### config.mk
export PLATFORM = sky130hd
export DESIGN_NAME = vrf_seq
export DESIGN_NICKNAME = d
export VERILOG_FILES = /design/src/rtl/vrf_pkg.sv /design/src/rtl/vrf_seq_wdog.sv /design/src/rtl/vrf_seq.sv
export SDC_FILE = /design/constraint.sdc
export NUM_CORES = 1
export LEC_CHECK = 0
export BUFFER_PORTS_ARGS = -buffer_cell sky130_fd_sc_hd__clkbuf_2
export CORE_MARGIN = 3
export CORE_UTILIZATION = 49
export DETAILED_ROUTE_END_ITERATION = 10
export PLACE_DENSITY = 0.92
export SLEW_MARGIN = 20
export SYNTH_ARGS = -nofsm -noshare
export SYNTH_HDL_FRONTEND = slang
export SYNTH_SLANG_ARGS = --single-unit
### constraint.sdc
create_clock -name clk -period 4.63 [get_ports clk]
set_input_delay 0.2315 -clock clk [delete_from_list [all_inputs] [get_ports clk]]
set_output_delay 0.2315 -clock clk [all_outputs]
set_load 0.05 [all_outputs]
### src/rtl/vrf_pkg.sv
// Shared widths, access-mode encodings and sequencer state enum for the VRF command path.
package vrf_pkg;

    localparam int ADDR_W = 5;
    localparam int DATA_W = 64;

    localparam logic [1:0] AM_IDLE = 2'b00;
    localparam logic [1:0] AM_RW   = 2'b01;

    typedef enum logic [2:0] {
        ST_IDLE,
        ST_READ,
        ST_ISSUE,
        ST_WAIT_CU,
        ST_WRITE,
        ST_DONE
    } state_e;

endpackage

### src/rtl/vrf_seq_wdog.sv
// CU watchdog: counts cycles spent waiting for the CU and flags expiry on the last allowed cycle.
// Counter holds zero whenever run_i is low, so it restarts on every entry into the wait state.
module vrf_seq_wdog #(
    parameter int TIMEOUT_CYCLES = 255
) (
    input  logic clk,
    input  logic rst,
    input  logic run_i,
    output logic expired_o
);

    localparam int CW = $clog2(TIMEOUT_CYCLES + 1);

    logic [CW-1:0] cnt_q;
    logic [CW-1:0] cnt_d;

    always_comb begin
        cnt_d = '0;
        if (run_i) begin
            cnt_d = cnt_q + CW'(1);
        end
    end

    always_ff @(posedge clk or negedge rst) begin
        if (!rst) begin
            cnt_q <= '0;
        end else begin
            cnt_q <= cnt_d;
        end
    end

    // Fires in the cycle whose closing edge would make the count reach the limit.
    assign expired_o = run_i && (cnt_q == CW'(TIMEOUT_CYCLES - 1));

endmodule

### src/rtl/vrf_seq.sv
// VRF command sequencer and write-port arbiter; optional CU watchdog under VRF_SEQ_TIMEOUT_EN.
// Per element: READ, ISSUE, WAIT_CU, WRITE (4 cycles minimum); WRITE owns the write port, loads get it otherwise.
module vrf_seq
    import vrf_pkg::*;
#(
    parameter int ADDR_W         = vrf_pkg::ADDR_W,
    parameter int DATA_W         = vrf_pkg::DATA_W,
    parameter int TIMEOUT_CYCLES = 255
) (
    input  logic              clk,
    input  logic              rst,
    input  logic              cmd_valid,
    output logic              cmd_ready,
    input  logic [ADDR_W-1:0] cmd_src,
    input  logic [ADDR_W-1:0] cmd_dst,
    input  logic [ADDR_W-1:0] cmd_len,
    output logic              done,
    output logic              err,
    output logic [1:0]        vrf_r_am,
    output logic [ADDR_W-1:0] vrf_r_addr,
    output logic [1:0]        vrf_w_am,
    output logic [ADDR_W-1:0] vrf_w_addr,
    output logic [DATA_W-1:0] vrf_w_data,
    output logic              cu_start,
    input  logic              cu_done,
    input  logic [DATA_W-1:0] cu_result,
    input  logic              ld_valid,
    output logic              ld_ready,
    input  logic [ADDR_W-1:0] ld_addr,
    input  logic [DATA_W-1:0] ld_data
);

    if (TIMEOUT_CYCLES < 1) begin : g_bad_timeout
        $error("TIMEOUT_CYCLES must be at least 1");
    end

    state_e            state_q, state_d;
    logic [ADDR_W-1:0] src_q, src_d;
    logic [ADDR_W-1:0] dst_q, dst_d;
    logic [ADDR_W-1:0] cnt_q, cnt_d;
    logic [DATA_W-1:0] res_q, res_d;
    logic              timeout;

`ifdef VRF_SEQ_TIMEOUT_EN
    logic err_q, err_d;

    vrf_seq_wdog #(
        .TIMEOUT_CYCLES(TIMEOUT_CYCLES)
    ) u_wdog (
        .clk      (clk),
        .rst      (rst),
        .run_i    (state_q == ST_WAIT_CU),
        .expired_o(timeout)
    );

    always_comb begin
        err_d = err_q;
        if (state_q == ST_DONE) begin
            err_d = 1'b0;
        end else if (state_q == ST_WAIT_CU && !cu_done && timeout) begin
            err_d = 1'b1;
        end
    end

    always_ff @(posedge clk or negedge rst) begin
        if (!rst) begin
            err_q <= 1'b0;
        end else begin
            err_q <= err_d;
        end
    end

    assign err = (state_q == ST_DONE) && err_q;
`else
    assign timeout = 1'b0;
    assign err     = 1'b0;
`endif

    always_ff @(posedge clk or negedge rst) begin
        if (!rst) begin
            state_q <= ST_IDLE;
            src_q   <= '0;
            dst_q   <= '0;
            cnt_q   <= '0;
            res_q   <= '0;
        end else begin
            state_q <= state_d;
            src_q   <= src_d;
            dst_q   <= dst_d;
            cnt_q   <= cnt_d;
            res_q   <= res_d;
        end
    end

    always_comb begin
        state_d = state_q;
        src_d   = src_q;
        dst_d   = dst_q;
        cnt_d   = cnt_q;
        res_d   = res_q;
        case (state_q)
            ST_IDLE: begin
                if (cmd_valid) begin
                    src_d   = cmd_src;
                    dst_d   = cmd_dst;
                    cnt_d   = cmd_len;
                    state_d = (cmd_len == '0) ? ST_DONE : ST_READ;
                end
            end
            ST_READ:  state_d = ST_ISSUE;
            ST_ISSUE: state_d = ST_WAIT_CU;
            ST_WAIT_CU: begin
                if (cu_done) begin
                    res_d   = cu_result;
                    state_d = ST_WRITE;
                end else if (timeout) begin
                    state_d = ST_DONE;
                end
            end
            ST_WRITE: begin
                // Each element consumes an operand pair but produces a single result.
                src_d   = src_q + ADDR_W'(2);
                dst_d   = dst_q + ADDR_W'(1);
                cnt_d   = cnt_q - ADDR_W'(1);
                state_d = (cnt_q == ADDR_W'(1)) ? ST_DONE : ST_READ;
            end
            ST_DONE:  state_d = ST_IDLE;
            default:  state_d = ST_IDLE;
        endcase
    end

    always_comb begin
        cmd_ready  = (state_q == ST_IDLE);
        done       = (state_q == ST_DONE);
        cu_start   = (state_q == ST_ISSUE);
        ld_ready   = (state_q != ST_WRITE);
        vrf_r_am   = AM_IDLE;
        vrf_r_addr = '0;
        vrf_w_am   = AM_IDLE;
        vrf_w_addr = '0;
        vrf_w_data = '0;
        if (state_q == ST_READ) begin
            vrf_r_am   = AM_RW;
            vrf_r_addr = src_q;
        end
        // No hazard check against pending reads: the write port is ordered purely by cycle.
        if (state_q == ST_WRITE) begin
            vrf_w_am   = AM_RW;
            vrf_w_addr = dst_q;
            vrf_w_data = res_q;
        end else if (ld_valid) begin
            vrf_w_am   = AM_RW;
            vrf_w_addr = ld_addr;
            vrf_w_data = ld_data;
        end
    end

endmodule

# Word level (Yosys, flattened, before mapping)

Index checks and enable logic that the tools add are counted.

Bits in registers: 82
Input bits: 153
Output and inout bits: 83
Word-level logic and storage cells: 42

$add $sub $neg: 3
Equal/unequal tests: 9
Muxes and demuxes: 19
Reductions and logical operators: 6

Operator list:

| kind                  | number |
|---|---|
| $mux W64              | 2 |
| $mux W5               | 6 |
| $pmux W5 S2           | 3 |
| $pmux W3 S5           | 1 |
| $mux W3               | 4 |
| $eq A3 B2 Y1 const B  | 2 |
| $eq A3 B3 Y1 const B  | 2 |
| $reduce_and A2 Y1     | 3 |
| $add A5 B1 Y5 const B | 1 |
| $add A5 B2 Y5 const B | 1 |
| $eq A5 B1 Y1 const B  | 1 |
| $logic_not A5 Y1      | 1 |
| $sub A5 B1 Y5 const B | 1 |
| $ne A2 B2 Y1 const B  | 2 |
| $eq A3 B1 Y1 const B  | 1 |
| $logic_not A3 Y1      | 1 |
| $mux W1               | 3 |
| $ne A3 B3 Y1 const B  | 1 |
| $reduce_bool A2 Y1    | 1 |

# Depth between registers and ports, before layout

Depth after elaboration: 4
Gate-level depth with buffers: 7
Mapped depth without buffers: 5

# Worst setup path after synthesis

Ideal clock, no wire load.

Path kind: reg2out
Start: register state_q[0]
End: output vrf_w_addr[3]
Arrival: 2681 ps
Data required time: 4398 ps
Setup slack: 1717 ps
Stages on the path, launching flop included: 7
Buffers on the path: 3
Path through: dfrtp_1 buf_2 nor3b_1 inv_1 clkbuf_1 clkbuf_1 o21ai_0

Longest elaborated chain between the ends: 2

RTL lines:

| element                | line           | source |
|---|---|---|
| from (decl)            | vrf_seq.sv:37  | `state_e state_q, state_d;` |
| from (signal assigned) | vrf_seq.sv:87  | `state_q <= state_d;` |
| $eq A3 B3 Y1           | vrf_seq.sv:147 | `if (state_q == ST_WRITE) begin` |
| $mux W5                | vrf_seq.sv:147 |  |
| to (decl)              | vrf_seq.sv:22  | `output logic [ADDR_W-1:0] vrf_w_addr,` |

Every way passes these cells.

# Worst setup path in the final report

Start: register state_q[0]
End: output vrf_w_data[12]

Longest elaborated chain between the ends: 2

RTL lines:

| element      | line           | source |
|---|---|---|
| $eq A3 B3 Y1 | vrf_seq.sv:147 |  |
| $mux W64     | vrf_seq.sv:147 |  |
| to (decl)    | vrf_seq.sv:23  | `output logic [DATA_W-1:0] vrf_w_data,` |

Every way passes these cells.

==> run metrics <==
status finished clean; drt first pass iters 5; total length of routed wires 12400 um; RSZ-0062 raised after global routing no; worst hold slack 0.104 ns; number of flops mapped to enable cells by yosys 0; #FFs+latches synth 82; RR Startpoint state_q[1]; synthesized area per cell 9.14 um2; number of global-route vias before repair 4314; initial antenna violation count 0; Final Setup Violations 0; Clk pwr share between 10% and 20%; TritonCTS Buffers 9; warnings from Yosys 0; Area Overhead vs Synth 30.4%; Post-Syn Instances 487; Row Count 34; Leak roughly 3.2 nW; critical path class reg2out; Fin. Hold Viols 0; Switching Share 44.5%; clock transition at the registers of the reported paths ~0.080 ns; Fin Clk Skew 0.0118 ns; Power Density 612 mW/mm2; WL per Instance 15.3 um; total power around 3.6 mW; # clock sinks 82; Worst Setup Start Kind flop; largest net degree at the start of global routing 84; first-pass GRT wire length 19600 um; Synth Flop Type dfrtp_1; internal cell power 1.97 mW; H-tree lvl count 3; r2r setup slk roughly 2.2 ns; reg2reg end res_q[59]; Slew HR between 40% and 50%; Max Clk Rate 330 MHz; worst hold stages 3; max-cap violations 0; Synth cell types 38; worst hold endpoint src_q[0]; vias between 4k and 5k; synthesized area around 0.0045 mm2; Die W between 100 and 150 um; Seq pwr share a little under two fifths; core area a little under 0.009 mm2; Final Critical Period 3.03 ns; Die Ht 101 um; share of cells above drive strength 1 46.8%; number of vias per cell 5.43; global-route usage over all layers about a quarter; class of the worst hold path in2reg; Fill cells 711; Starting DRT DRC Count around 170; share of flip-flops with an asynchronous set or reset 100%; worst vdd ir 0.266 mV; final period utilization 65.5%; IO buf count 232; Switching Power 1.58 mW; hold_sp cmd_src[0]; DRC violations left 0; sequential area share after synthesis 46.1%; insertion delay to the later sink of the worst-skew pair about 0.34 ns; Max clock buf depth 2; combinational group share of total power 47.7%; Routability Congestion between 0.8 and 0.9; Initial Util 50.8%; CP Launch Point state_q[0]; Worst-Margin Slew 0.821 ns; WP data required 4.40 ns; Slew Viols, Final 0; HPWL Detailed 9210 um; Clock Tree Root clkbuf_8; Reg2Reg Depth 4; Die Area 0.0103 mm2; Inserted Diodes 0; CP arrival approximately 2.8 ns; Total Neg Setup Slack 0 ns; post-route ant nets 0; Setup crit end kind primary output; CTS resizes 0; nets 853; CTS tree done; CP max FO 47; io pins 236; Congestion Overflow GR 0
[state kept, by name, summed over array words and instances, names as in the netlist]
register and cells:
res_q 64, dst_q 5, src_q 5, state_q 3, cnt_q 5
[kinds of logic (layout without fill, tap and decap cells)]
logic type / count (synthesis) / count (layout) / synth area share [%]
muxes: 70 / 70 / 17.7
DFF: 82 / 82 / 46.1
and+or+nand+nor: 256 / 256 / 25.5
buffers and inverters: 48 / 260 / 5.03
adders and majority gates: 4 / 4 / 1.12
AOI/OAI and AO/OA: 26 / 26 / 4.53
other: 1 / 3 / 0.0842
[what timing repair did]
item	CTS	global route
endpoints found under the setup margin	0	0
setup buffers	0	0
hold endpoints to repair	0	74
hold buffers	0	1
[Yosys cell counts (3+ instances only)]
master | count | area (um2)
a21oi_1 | 3 | 15.0
a221o_1 | 4 | 40.0
a31oi_1 | 3 | 18.8
and3_1 | 8 | 50.1
buf_1 | 8 | 30.0
buf_2 | 17 | 85.1
buf_4 | 4 | 30.0
clkbuf_1 | 11 | 41.3
dfrtp_1 | 82 | 2050
ha_1 | 4 | 50.1
inv_1 | 7 | 26.3
mux2_2 | 68 | 766
nand2_1 | 147 | 552
nand3_1 | 74 | 370
nor2_1 | 10 | 37.5
nor3_1 | 6 | 30.0
nor3b_1 | 3 | 22.5
o22ai_1 | 3 | 18.8
[routing by layer]
layer | track usage [%] | vias up | share of wire [%]
li1 | - | 2070 | -
met1 | 27.8 | 2089 | 38
met2 | 42.4 | 209 | 52
met3 | 5.85 | 25 | 8.1
met4 | 8.28 | 0 | 1.7
met5 | 0 | - | 0
[per-stage QoR]
stage | std cells | utilization, % | area, um2 | worst slack, ns
after detailed placement | 792 | 63.8 | 5600 | 1.97
after global routing | 809 | 66.2 | 5810 | 1.39
final | 809 | 66.2 | 5810 | 1.60
after floorplan | 489 | - | 4460 | 1.72
after CTS | 808 | 66.1 | 5790 | 1.58
after global placement | 792 | 63.8 | 5600 | 2.15
[worst max-delay path, cell delays in order (launching register included)]
cell	delay, ns
dfrtp_1	0.67
nor3b_2	0.11
inv_2	0.59
buf_4	0.47
nand3_1	0.14
nand2_1	0.12
clkbuf_2	0.28
[power by group through the flow]
| stage | clock [mW] | sequential [mW] | combinational, mW |
|---|---|---|---|
| 2_1_floorplan | 0 | 1.24 | 1.40 |
| 3_3_place_gp | 0 | 1.32 | 1.64 |
| 3_5_place_dp | 0 | 1.35 | 1.70 |
| 4_1_cts | 0.523 | 1.34 | 1.70 |
| 5_1_grt | 0.557 | 1.40 | 1.83 |
| 6_report | 0.510 | 1.35 | 1.69 |
[worst max path at each step]
stage,to,slack (ns),cells after the start
4_1_cts,vrf_w_data[12],1.58,6
6_report,vrf_w_data[12],1.60,6
3_5_place_dp,vrf_w_data[12],1.97,6
5_1_grt,vrf_w_data[20],1.39,6
3_3_place_gp,vrf_w_data[27],2.15,6
2_1_floorplan,vrf_w_addr[3],1.72,6
[layout by cell type, fill, tap and decap left out, types with 2 or more instances in the layout]
cell type and count:
clkbuf_2 230, nand2_1 147, dfrtp_1 82, nand3_1 74
mux2_2 68, nor2_1 10, clkbuf_8 9, and3_1 8
inv_1 6, nor3_1 6, buf_4 5, a221o_1 4
ha_1 4, a21oi_1 3, o22ai_1 3, a31oi_1 3
conb_1 3, clkinv_2 3, o21ai_0 2, nor3b_1 2
nor2b_1 2, o221a_2 2, mux2i_1 2, a22oi_1 2
clkinv_4 2
[cell type report]
cell class	instances	area [um2]	share of cell area, %
Clock buffer	9	124	2.13
Tap cell	108	135	2.33
Inverter	7	26.3	0.453
Sequential cell	82	2050	35.3
Timing Repair Buffer	237	1210	20.8
Clock inverter	7	70.1	1.21
Multi-Input combinational cell	359	2190	37.7
(Power assumes the default switching activity.)
